==> src/rtl/ctr_pkg.sv <==
// Shared definitions for the bounded up/down counter.
//   MODE_*  : boundary behaviour selector values for the 2-bit mode input
//             (encoding 3 is reserved and treated as saturate)
//   dir_t   : counting direction, also the state of the bounce FSM
package ctr_pkg;

    localparam logic [1:0] MODE_SAT    = 2'd0;
    localparam logic [1:0] MODE_WRAP   = 2'd1;
    localparam logic [1:0] MODE_BOUNCE = 2'd2;

    typedef enum logic {
        DIR_DOWN = 1'b0,
        DIR_UP   = 1'b1
    } dir_t;

    // Only wrap and bounce report a boundary crossing as an event;
    // saturation clips silently.
    function automatic logic mode_has_evt(input logic [1:0] m);
        return (m == MODE_WRAP) || (m == MODE_BOUNCE);
    endfunction

endpackage

==> src/rtl/ctr_step_calc.sv <==
// Combinational next-value calculation for one counting step.
// Ports:
//   count, step, lo, hi : current value, increment and limits (unsigned)
//   mode                : MODE_SAT / MODE_WRAP / MODE_BOUNCE (3 acts as SAT)
//   dir                 : effective direction for this step
//   nxt                 : value after the step with the boundary rule applied
//   hit                 : the raw step would have left [lo,hi]
//   turn                : bounce mode reversed direction on this step
// Assumes count already lies inside [lo,hi]; the caller handles snapping.
module ctr_step_calc
    import ctr_pkg::*;
#(
    parameter int WIDTH = 4
) (
    input  logic [WIDTH-1:0] count,
    input  logic [WIDTH-1:0] step,
    input  logic [WIDTH-1:0] lo,
    input  logic [WIDTH-1:0] hi,
    input  logic [1:0]       mode,
    input  dir_t             dir,
    output logic [WIDTH-1:0] nxt,
    output logic             hit,
    output logic             turn
);

    // One extra bit catches carry out of the top and borrow below zero.
    logic [WIDTH:0] up_sum;
    logic [WIDTH:0] dn_diff;
    logic           over;
    logic           under;

    assign up_sum  = {1'b0, count} + {1'b0, step};
    assign dn_diff = {1'b0, count} - {1'b0, step};
    assign over    = up_sum > {1'b0, hi};
    assign under   = dn_diff[WIDTH] || (dn_diff[WIDTH-1:0] < lo);

    always_comb begin
        nxt  = count;
        hit  = 1'b0;
        turn = 1'b0;
        if (dir == DIR_UP) begin
            if (over) begin
                hit = 1'b1;
                case (mode)
                    MODE_WRAP:   nxt = lo;
                    MODE_BOUNCE: begin
                        nxt  = hi;
                        turn = 1'b1;
                    end
                    default:     nxt = hi;
                endcase
            end else begin
                nxt = up_sum[WIDTH-1:0];
            end
        end else begin
            if (under) begin
                hit = 1'b1;
                case (mode)
                    MODE_WRAP:   nxt = hi;
                    MODE_BOUNCE: begin
                        nxt  = lo;
                        turn = 1'b1;
                    end
                    default:     nxt = lo;
                endcase
            end else begin
                nxt = dn_diff[WIDTH-1:0];
            end
        end
    end

endmodule

==> src/rtl/updown_bounded_counter.sv <==
// Up/down counter with runtime limits [lo,hi], programmable step and
// saturate / wrap / bounce boundary handling, plus enable and clamped load.
// Ports:
//   clk, rst        : rising-edge clock, synchronous active-high reset
//   en, load, data  : enable; load (clamped to [lo,hi]) takes priority over counting
//   dir, mode       : direction (seeds bounce), boundary mode
//   lo, hi, step    : unsigned limits and increment
//   count           : registered count
//   cur_dir         : bounce state in BOUNCE mode, dir input otherwise
//   at_max, at_min  : count equals hi / lo (combinational)
//   evt             : one-cycle pulse after a wrap or bounce turn
//   cfg_err         : lo > hi (combinational); freezes the counter
module updown_bounded_counter
    import ctr_pkg::*;
#(
    parameter int               WIDTH   = 4,
    parameter logic [WIDTH-1:0] RST_VAL = '0
) (
    input  logic             clk,
    input  logic             rst,
    input  logic             en,
    input  logic             load,
    input  logic [WIDTH-1:0] data,
    input  logic             dir,
    input  logic [1:0]       mode,
    input  logic [WIDTH-1:0] lo,
    input  logic [WIDTH-1:0] hi,
    input  logic [WIDTH-1:0] step,
    output logic [WIDTH-1:0] count,
    output logic             cur_dir,
    output logic             at_max,
    output logic             at_min,
    output logic             evt,
    output logic             cfg_err
);

    logic [WIDTH-1:0] count_q, count_d;
    dir_t             dir_q, dir_d;
    logic             evt_q, evt_d;

    dir_t             eff_dir;
    logic [WIDTH-1:0] step_nxt;
    logic             step_hit;
    logic             step_turn;

    function automatic logic [WIDTH-1:0] clamp(input logic [WIDTH-1:0] v,
                                               input logic [WIDTH-1:0] lo_v,
                                               input logic [WIDTH-1:0] hi_v);
        if (v < lo_v)
            return lo_v;
        else if (v > hi_v)
            return hi_v;
        else
            return v;
    endfunction

    assign cfg_err = lo > hi;
    assign eff_dir = (mode == MODE_BOUNCE) ? dir_q : dir_t'(dir);

    ctr_step_calc #(
        .WIDTH (WIDTH)
    ) u_step (
        .count (count_q),
        .step  (step),
        .lo    (lo),
        .hi    (hi),
        .mode  (mode),
        .dir   (eff_dir),
        .nxt   (step_nxt),
        .hit   (step_hit),
        .turn  (step_turn)
    );

    always_comb begin
        count_d = count_q;
        dir_d   = dir_q;
        evt_d   = 1'b0;
        if (cfg_err || !en) begin
            // frozen: hold count and direction
        end else if (load) begin
            count_d = clamp(data, lo, hi);
            dir_d   = dir_t'(dir);
        end else if (count_q < lo || count_q > hi) begin
            // Limits moved under the count (or reset value outside them):
            // pull back inside first, no step this cycle.
            count_d = clamp(count_q, lo, hi);
        end else begin
            count_d = step_nxt;
            evt_d   = step_hit && mode_has_evt(mode);
            if (mode == MODE_BOUNCE)
                dir_d = step_turn ? ((dir_q == DIR_UP) ? DIR_DOWN : DIR_UP) : dir_q;
            else
                dir_d = dir_t'(dir);
        end
    end

    always_ff @(posedge clk) begin
        if (rst) begin
            count_q <= RST_VAL;
            dir_q   <= DIR_UP;
            evt_q   <= 1'b0;
        end else begin
            count_q <= count_d;
            dir_q   <= dir_d;
            evt_q   <= evt_d;
        end
    end

    assign count   = count_q;
    assign evt     = evt_q;
    assign cur_dir = eff_dir;
    assign at_max  = count_q == hi;
    assign at_min  = count_q == lo;

endmodule
==> config.mk <==
export PLATFORM = sky130hd
export DESIGN_NAME = updown_bounded_counter
export DESIGN_NICKNAME = d
export VERILOG_FILES = /design/src/rtl/ctr_pkg.sv /design/src/rtl/ctr_step_calc.sv /design/src/rtl/updown_bounded_counter.sv
export SDC_FILE = /design/constraint.sdc
export NUM_CORES = 1
export LEC_CHECK = 0
export BUFFER_PORTS_ARGS = -buffer_cell sky130_fd_sc_hd__buf_4
export CORE_MARGIN = 3
export CORE_UTILIZATION = 30
export CTS_CLUSTER_SIZE = 16
export DETAILED_ROUTE_END_ITERATION = 10
export GPL_TIMING_DRIVEN = 0
export PLACE_DENSITY = 0.45
export SLEW_MARGIN = 20
export SYNTH_ARGS = -nofsm -noshare
export SYNTH_HDL_FRONTEND = slang
export SYNTH_SLANG_ARGS = --single-unit
==> constraint.sdc <==
create_clock -name clk -period 8.8 [get_ports clk]
set_clock_uncertainty 0.15 [all_clocks]
set_input_delay 1.76 -clock clk [delete_from_list [all_inputs] [get_ports clk]]
set_output_delay 1.76 -clock clk [all_outputs]
set_load 0.05 [all_outputs]
==> results.sh <==
export IMPL_syn_inst=201
export IMPL_die_area_sq_mm=0.00622
export IMPL_via_count=1686
export IMPL_slew_headroom_pct=51.4
export IMPL_yosys_area_share_adder_pct=30.8
export IMPL_arrival_ns=3.30
export IMPL_postRouteAntennaNets=0
export IMPL_core_area_sq_mm=0.00491
export IMPL_drt_iter0_drc=115
export IMPL_crit_slowest_cell="mux2i_1"
export IMPL_ys_seq_elements=6
export IMPL_vdd_ir_drop_max_mv=0.0696
export IMPL_tightest_slew_ns=0.708
export IMPL_synth_edf_count=0
export IMPL_worst_ep_required_time_ns=6.89
export IMPL_avgSynthCellArea_sq_um=7.93
export IMPL_post_drt_wl_per_cell_um=17.8
export IMPL_dieWidth_um=78.9
export IMPL_yosys_area_share_simple_pct=17.3
export IMPL_cts_tree="yes"
export IMPL_yosysWarnings=0
export IMPL_synth_top_family_by_area="adder cells"
export IMPL_fp_row_count=25
export IMPL_crit_type="input port to primary output"
export IMPL_hold_ws_ns=0.398
export IMPL_outcome="finished, final reports clean"
export IMPL_max_cap_violations=0
export IMPL_antenna_found_initial=0
export IMPL_clock_sinks=6
export IMPL_hp_class="flop to flop"
export IMPL_mostFrequentLayoutCell="ha_1"
export IMPL_final_cell_mix="36 x ha_1, 29 x buf_4, 22 x inv_1"
export IMPL_syn_nets=262
export IMPL_clk_path_buf_depth=2
export IMPL_critical_path_max_stage_delay_ns=0.64
export IMPL_grt_first_pass_wirelength_um=8700
export IMPL_slew_violations=0
export IMPL_ctsHoldBuffers=0
export IMPL_grt_pass1_vias=1673
export IMPL_fin_setup_tns_ns=0
export IMPL_post_cts_buffers=0
export IMPL_layout_min_cycle_time_ns=5.21
export IMPL_htree_levels=1
export IMPL_cts_resized=0
export IMPL_portBuffers=29
export IMPL_cts_made_buffers=3
export IMPL_worstPathCellList="buf_4 > inv_1 > ha_1 > mux2i_1 > inv_1 > buf_4"
export IMPL_end_kind="primary output"
export IMPL_first_pass_iters=4
export IMPL_wl_um=5330
export IMPL_synth_compound_area_share_pct=28.6
export IMPL_synthMuxAreaShare_pct=7.30
export IMPL_hold_viol=0
export IMPL_grt_max_degree=11
export IMPL_p_per_area_mw_per_mm2=129
export IMPL_layout_drive_gt1_share_pct=16.3
export IMPL_yosysSeqAreaShare_pct=7.54
export IMPL_drc=0
export IMPL_power_total_mw=0.249
export IMPL_syn2layout_area_growth_pct=21.5
export IMPL_finalCritPeriodShare_pct=59.2
export IMPL_rsz0062_at_grt="false"
export IMPL_cp_max_fo=8
export IMPL_synth_xor_area_share_pct=2.20
export IMPL_netlist_area_sq_mm=0.00159
export IMPL_gp_congestion=0.928
export IMPL_grt_use_total_pct=17.6
export IMPL_chipHeight_um=78.9
export IMPL_vias_per_cell=5.62
export IMPL_gr_total_overflow=0
export IMPL_async_reset_ff_share_pct=0
export IMPL_dpl_hpwl_um=4430
export IMPL_synth_cell_types=49
export IMPL_io_pin_count=32
export IMPL_cellLeakagePower_nw=0.917
export IMPL_synth_ff_type="dfxtp_1"
export IMPL_setup_violations=0
export IMPL_fmax_mhz=192
export IMPL_diodes=0
export IMPL_cp_start_kind="input port"
export IMPL_initial_core_util_pct=32.5
export IMPL_cts_root_buf="clkbuf_8"
export IMPL_path_clk_slew_ns=0.04
export IMPL_insertion_delay_ns=0.23
export IMPL_final_nets=296
[routing by layer]
layer | track usage, % | vias up | share of wire, % | routed length (um)
li1 | - | 836 | - | -
met1 | 24.2 | 804 | 48 | 2540
met2 | 29.4 | 42 | 46 | 2470
met3 | 2.83 | 4 | 5.2 | 278
met4 | 2.92 | 0 | 0.79 | 42
met5 | 0 | - | 0 | 0
[cells in the mapped netlist (3+ instances only)]
cell      number  area [sq um]
a211oi_1       4          30.0
a21o_1         5          37.5
a21oi_1        8          40.0
a221oi_1       4          35.0
a22oi_1        3          22.5
a31oi_1        5          31.3
dfxtp_1        6           120
ha_1          36           450
inv_1         22          82.6
mux2i_1        9          90.1
nand2_1       10          37.5
nand3_1        7          35.0
nand4_1        3          18.8
nor2_1        10          37.5
nor2b_1        4          25.0
nor3_1         4          20.0
o211ai_1       5          37.5
o21ai_0        8          40.0
[report_power, final]
group	total (mW)	internal [mW]	leakage (nW)	switching (mW)
Sequential	0.0355	0.0300	0.0491	0.00546
Clock	0.0425	0.0295	0.0216	0.0130
Combinational	0.171	0.0670	0.846	0.104
[registers in the layout, indices dropped and copies added, names as in the netlist]
| name | flops |
|---|---|
| evt | 1 |
| count | 4 |
| dir_q | 1 |
[critical path: cells and delay by family]
family / cells / cell delay [ns]
fa+ha+maj: 1 / 0.22
buf+inv: 4 / 0.67
mux: 1 / 0.64
[final timing paths]
kind                              start                    end  slack, ns  cells after the start
hold / removal       dir_q$_SDFFE_PP1P_     dir_q$_SDFFE_PP1P_       0.40                      2
setup / recovery                mode[0]                cur_dir       3.59                      6
hold reg to reg      dir_q$_SDFFE_PP1P_     dir_q$_SDFFE_PP1P_       0.40                      2
setup reg to reg  count[2]$_SDFFE_PP0P_  count[3]$_SDFFE_PP0P_       5.11                     12
[area by class of cell]
type / instances / area (sq um)
multi-input combinational: 169 / 1380
inverter: 22 / 82.6
timing repair buffer: 29 / 218
fill: 525 / 2970
buffer: 4 / 16.3
tap: 67 / 83.8
sequential: 6 / 120
clock buffer: 3 / 41.3
[cell families after synthesis]
group / after synthesis
AO/OA/AOI/OAI: 64
AND/OR/NAND/NOR: 52
adder cells (fa/ha/maj): 38
buffers and inverters: 26
flip-flops: 6
XOR/XNOR: 4
multiplexers: 11
[per-stage QoR]
step	setup WS, ns	area [sq um]	instances	util [%]
6_report	3.59	1940	300	39.4
5_1_grt	3.51	1940	300	39.4
4_1_cts	3.63	1940	300	39.4
3_5_place_dp	3.60	1900	297	38.6
3_3_place_gp	3.63	1900	297	38.6
2_1_floorplan	4.02	1590	201	-
Power figures use the tool's default switching activity.
